===== src/rtl/control_sequencer_pkg.sv =====
// Shared definitions for the control sequencer: state encoding, opcodes,
// IR field positions and the bundle of control strobes.
package control_sequencer_pkg;

  typedef enum logic [2:0] {
    S_IDLE = 3'd0,
    S_T0   = 3'd1,
    S_T1   = 3'd2,
    S_T2   = 3'd3,
    S_T3   = 3'd4,
    S_T4   = 3'd5,
    S_T5   = 3'd6,
    S_HALT = 3'd7
  } state_t;

  localparam int OPCODE_MSB = 31;
  localparam int OPCODE_LSB = 27;
  localparam int RA_MSB     = 26;
  localparam int RA_LSB     = 23;
  localparam int RB_MSB     = 22;
  localparam int RB_LSB     = 19;
  localparam int RC_MSB     = 18;
  localparam int RC_LSB     = 15;

  localparam logic [4:0] OP_ADD   = 5'b00011;
  localparam logic [4:0] OP_SUB   = 5'b00100;
  localparam logic [4:0] OP_AND   = 5'b00101;
  localparam logic [4:0] OP_OR    = 5'b00110;
  localparam logic [4:0] OP_SHR   = 5'b00111;
  localparam logic [4:0] OP_SHRA  = 5'b01000;
  localparam logic [4:0] OP_SHL   = 5'b01001;
  localparam logic [4:0] OP_ROR   = 5'b01010;
  localparam logic [4:0] OP_ROL   = 5'b01011;
  localparam logic [4:0] OP_NOP   = 5'b11010;
  localparam logic [4:0] OP_HALT  = 5'b11011;
  localparam logic [4:0] ALU_NONE = 5'b11111;

  typedef struct packed {
    logic       pc_out;
    logic       zlow_out;
    logic       mdr_out;
    logic       mar_in;
    logic       z_in;
    logic       pc_in;
    logic       mdr_in;
    logic       ir_in;
    logic       y_in;
    logic       inc_pc;
    logic       read;
    logic       gra;
    logic       grb;
    logic       grc;
    logic       r_in;
    logic       r_out;
    logic       done;
    logic       illegal;
    logic [4:0] alu_op;
  } ctrl_t;

  // The ALU opcodes form one contiguous range, add through rol.
  function automatic logic is_alu_opcode(input logic [4:0] op);
    return (op >= OP_ADD) && (op <= OP_ROL);
  endfunction

endpackage


===== src/rtl/control_sequencer_opcode_decoder.sv =====
// Combinational opcode classifier: splits IR into ALU / nop / halt / illegal.
module opcode_decoder
  import control_sequencer_pkg::*;
(
  input  logic [31:0] IR,
  output logic        is_alu,
  output logic        is_nop,
  output logic        is_halt,
  output logic        is_illegal
);

  logic [4:0] opcode;
  logic       unused_fields;

  assign opcode        = IR[OPCODE_MSB:OPCODE_LSB];
  // Register fields are consumed by the select-and-encode logic outside.
  assign unused_fields = ^IR[RA_MSB:0];

  assign is_alu     = is_alu_opcode(opcode);
  assign is_nop     = (opcode == OP_NOP);
  assign is_halt    = (opcode == OP_HALT);
  assign is_illegal = !(is_alu || is_nop || is_halt);

endmodule


===== src/rtl/control_sequencer.sv =====
// Hardwired fetch/execute sequencer: T0-T2 fetch, T3-T5 execute, Moore
// strobes decoded from the registered state and the opcode in IR.
module control_sequencer
  import control_sequencer_pkg::*;
(
  input  logic        Clock,
  input  logic        Resetn,
  input  logic        Run,
  input  logic [31:0] IR,
  output logic        PCout,
  output logic        Zlowout,
  output logic        MDRout,
  output logic        MARin,
  output logic        Zin,
  output logic        PCin,
  output logic        MDRin,
  output logic        IRin,
  output logic        Yin,
  output logic        IncPC,
  output logic        Read,
  output logic        Gra,
  output logic        Grb,
  output logic        Grc,
  output logic        Rin,
  output logic        Rout,
  output logic [4:0]  ALU_op,
  output logic        Done,
  output logic        Illegal
);

  state_t state_reg;
  state_t state_next;
  ctrl_t  ctrl;
  logic   is_alu;
  logic   is_nop;
  logic   is_halt;
  logic   is_illegal;

  opcode_decoder u_opcode_decoder (
    .IR         (IR),
    .is_alu     (is_alu),
    .is_nop     (is_nop),
    .is_halt    (is_halt),
    .is_illegal (is_illegal)
  );

  always_ff @(posedge Clock) begin
    if (!Resetn) state_reg <= S_IDLE;
    else         state_reg <= state_next;
  end

  always_comb begin
    ctrl        = '0;
    ctrl.alu_op = ALU_NONE;
    state_next  = state_reg;
    case (state_reg)
      S_IDLE: if (Run) state_next = S_T0;
      S_T0: begin
        ctrl.pc_out = 1'b1;
        ctrl.mar_in = 1'b1;
        ctrl.inc_pc = 1'b1;
        ctrl.z_in   = 1'b1;
        state_next  = S_T1;
      end
      S_T1: begin
        ctrl.zlow_out = 1'b1;
        ctrl.pc_in    = 1'b1;
        ctrl.read     = 1'b1;
        ctrl.mdr_in   = 1'b1;
        state_next    = S_T2;
      end
      S_T2: begin
        ctrl.mdr_out = 1'b1;
        ctrl.ir_in   = 1'b1;
        state_next   = S_T3;
      end
      S_T3: begin
        if (is_alu) begin
          ctrl.grb   = 1'b1;
          ctrl.r_out = 1'b1;
          ctrl.y_in  = 1'b1;
          state_next = S_T4;
        end else if (is_halt) begin
          ctrl.done  = 1'b1;
          state_next = S_HALT;
        end else begin
          // nop completes here; an unsupported opcode is flagged and skipped.
          ctrl.done    = is_nop;
          ctrl.illegal = is_illegal;
          state_next   = Run ? S_T0 : S_IDLE;
        end
      end
      S_T4: begin
        ctrl.grc    = 1'b1;
        ctrl.r_out  = 1'b1;
        ctrl.z_in   = 1'b1;
        ctrl.alu_op = IR[OPCODE_MSB:OPCODE_LSB];
        state_next  = S_T5;
      end
      S_T5: begin
        ctrl.zlow_out = 1'b1;
        ctrl.gra      = 1'b1;
        ctrl.r_in     = 1'b1;
        ctrl.done     = 1'b1;
        state_next    = Run ? S_T0 : S_IDLE;
      end
      S_HALT: state_next = S_HALT;
      default: state_next = S_IDLE;
    endcase
  end

  // Strobes are forced quiet while reset is held, even before the first edge.
  assign PCout   = Resetn & ctrl.pc_out;
  assign Zlowout = Resetn & ctrl.zlow_out;
  assign MDRout  = Resetn & ctrl.mdr_out;
  assign MARin   = Resetn & ctrl.mar_in;
  assign Zin     = Resetn & ctrl.z_in;
  assign PCin    = Resetn & ctrl.pc_in;
  assign MDRin   = Resetn & ctrl.mdr_in;
  assign IRin    = Resetn & ctrl.ir_in;
  assign Yin     = Resetn & ctrl.y_in;
  assign IncPC   = Resetn & ctrl.inc_pc;
  assign Read    = Resetn & ctrl.read;
  assign Gra     = Resetn & ctrl.gra;
  assign Grb     = Resetn & ctrl.grb;
  assign Grc     = Resetn & ctrl.grc;
  assign Rin     = Resetn & ctrl.r_in;
  assign Rout    = Resetn & ctrl.r_out;
  assign Done    = Resetn & ctrl.done;
  assign Illegal = Resetn & ctrl.illegal;
  assign ALU_op  = Resetn ? ctrl.alu_op : ALU_NONE;

endmodule

===== config.mk =====
export PLATFORM = sky130hd
export DESIGN_NAME = control_sequencer
export DESIGN_NICKNAME = d
export VERILOG_FILES = /design/src/rtl/control_sequencer_pkg.sv /design/src/rtl/control_sequencer_opcode_decoder.sv /design/src/rtl/control_sequencer.sv
export SDC_FILE = /design/constraint.sdc
export NUM_CORES = 1
export LEC_CHECK = 0
export ABC_AREA = 1
export CORE_ASPECT_RATIO = 1.2
export CORE_MARGIN = 2
export CORE_UTILIZATION = 23
export CTS_CLUSTER_SIZE = 16
export DETAILED_ROUTE_END_ITERATION = 8
export GPL_TIMING_DRIVEN = 0
export PLACE_DENSITY = 0.78
export SYNTH_ARGS = -nofsm -noshare
export SYNTH_HDL_FRONTEND = slang
export SYNTH_SLANG_ARGS = --single-unit

===== constraint.sdc =====
create_clock -name Clock -period 1.4 [get_ports Clock]
set_clock_uncertainty 0.05 [all_clocks]
set_input_delay 0.28 -clock Clock [delete_from_list [all_inputs] [get_ports Clock]]
set_output_delay 0.28 -clock Clock [all_outputs]
set_load 0.01 [all_outputs]

==> reports/qor.csv <==
metric;value;unit
endpoint_kind;output pin;
critPathMaxFanout;4;
grt_overflow_total;0;
fp.dieW;42.3;um
synth_fp_nets;110;
start_util;24.7;%
synth_top_cell_area_share;15.7;%
port_buffers;30;
cp-start-kind;flop;
violations;negative setup slack;
netlist.top_cell.by_area;nand2_1;
leakage;0.455;nW
gr-usage-all-layers;15.5;%
grt_max_degree;9;
synth.distinct_cells;14;
drt_iter0_markers;4;
finalHoldViolCount;0;
synth-edff-count;0;
synth-seq-cells;3;
core-area;0.00164;mm2
synth_ff_type;dfxtp_1;
place_inst;123;
netlist_top_cells_area;nand2_1, dfxtp_1, buf_4;
ios;58;
cp-startpoint;state_reg[2]$_SDFFE_PN0P_;
ys_warn_count;0;
root_buffer;clkbuf_4;
cp.required;1.07;ns
nets;161;
cap_viol_max_count;0;
max-slew-margin-rel;84.9;%
wl_per_cell;10.7;um
drc;0;
grt_antenna_before_repair;0;
ir_worst_vdd;677;uV
synthArstFlopShare;0;%
numCtsBuffers;3;
hold_ws;0.485;ns
hold_path.class;in -> reg;
ys_seq_area_share;14.8;%
htree_levels;1;
tightest_slew;0.226;ns
n_fill_cell;146;
drt-total-wl;1.53;mm
clk_latency;0.23;ns
syn_to_final_growth;132;%
hold_buffers;0;
slew_viol_final;0;
die_h;50.0;um
die_area;0.00212;mm2
synth_most_common_cell;nand2_1;
grt_setup_unrepaired;true;
tns;-2.96;ns
syn_inst;75;
gp_congestion;0.815;
status;finished with violations;
grt_pass1_vias;599;
holdCritStartpoint;Resetn;
power_density;703;mW/mm2
vias;613;
cts_sinks;3;
critical_path_class;reg -> out;
fmax;613;MHz
setup_slack;-0.231;ns
synth_area;405;um2
drtAntennaViolNets;0;
diodes;0;
num_rows;16;
cts_buffer_depth;2;
drive_above_1_share;67.2;%
post-route-min-period;1.63;ns
pre_cts_ws;-0.936;ns
clk_pin_slew;0.03;ns
largest_reg_flops;3;
cts_tree;built;
setup_viol;20;
firstDrtPassIters;4;
hpwl;963;um
viasPerCell;4.29;
synth_common_cells;nand2_1, nor2_1, inv_1;
min_period_over_period;117;%
worst_ep_arrival_time;1.30;ns
power.total;0.662;mW
avgSynthCellArea;5.41;um2
regToRegStartpoint;state_reg[1]$_SDFFE_PN0P_;
final_cells;143;
grt_pass1_wl;2.57;mm
-- per-layer routing --
metal | GRT usage [%] | vias up | share of wire (%)
li1 | - | 325 | -
met1 | 18.0 | 277 | 41
met2 | 26.9 | 11 | 55
met3 | 3.66 | 0 | 3.4
met4 | 5.73 | 0 | 0
met5 | 0 | - | 0
-- what timing repair did --
item                                    4_1_cts  5_1_grt
setup buffers                                13        3
resized for setup                           129       16
pin swaps                                    11        7
endpoints found under the setup margin       23       25
-- placed cells by master, fill, tap and decap left out, drive strengths merged --
cell type / netlist / routed
buf: 7 / 42
nand2: 19 / 19
nor2: 16 / 16
inv: 14 / 14
a21oi: 6 / 6
nand3: 5 / 5
clkbuf: 0 / 5
clkdlybuf4s15: 0 / 5
dlygate4sd2: 0 / 4
o21ai: 3 / 3
dfxtp: 3 / 3
nor4: 1 / 1
nor3: 1 / 1
clkdlybuf4s50: 0 / 1
-- cell type report --
class	count	area (um2)	share of cell area [%]
Buffer	7	60.1	6.37
Clock buffer	4	26.3	2.79
Inverter	14	60.1	6.37
Multi-Input combinational cell	51	344	36.5
Sequential cell	3	68.8	7.30
Tap cell	18	22.5	2.39
Timing Repair Buffer	46	360	38.2
-- cell families (layout without fill, tap and decap cells) --
kind of cell | after synthesis | in the layout | synth area share, %
buffers and inverters | 21 | 71 | 25.9
AOI/OAI and AO/OA | 9 | 9 | 13.0
and+or+nand+nor | 42 | 42 | 46.3
DFF | 3 | 3 | 14.8
-- through the flow --
stage / instance area [um2] / utilization [%]
6_report: 942 / 57.4
5_1_grt: 942 / 57.4
2_1_floorplan: 412 / -
3_3_place_gp: 734 / 44.7
3_5_place_dp: 734 / 44.7
4_1_cts: 881 / 53.7
-- report_power, final --
part	switching, mW	internal, mW	total (mW)	leakage, nW
Combinational	0.187	0.186	0.374	0.413
Clock	0.0440	0.107	0.151	0.0150
Sequential	0.0328	0.105	0.138	0.0264
Total	0.264	0.398	0.662	0.455
-- worst paths after layout --
check / endpoint / slack [ns] / depth (start not counted)
hold reg to reg: state_reg[1]$_SDFFE_PN0P_ / 0.59 / 3
setup reg to reg: state_reg[0]$_SDFFE_PN0P_ / 0.17 / 7
setup / recovery: MDRout / -0.23 / 5
hold / removal: state_reg[0]$_SDFFE_PN0P_ / 0.48 / 3
-- worst max-delay path, stage by stage, from the launching register on --
cell	delay, ns
dfxtp_2	0.34
inv_2	0.10
nand2_2	0.12
nor2_2	0.15
buf_4	0.11
dlygate4sd2_1	0.25
(Power assumes the default switching activity.)
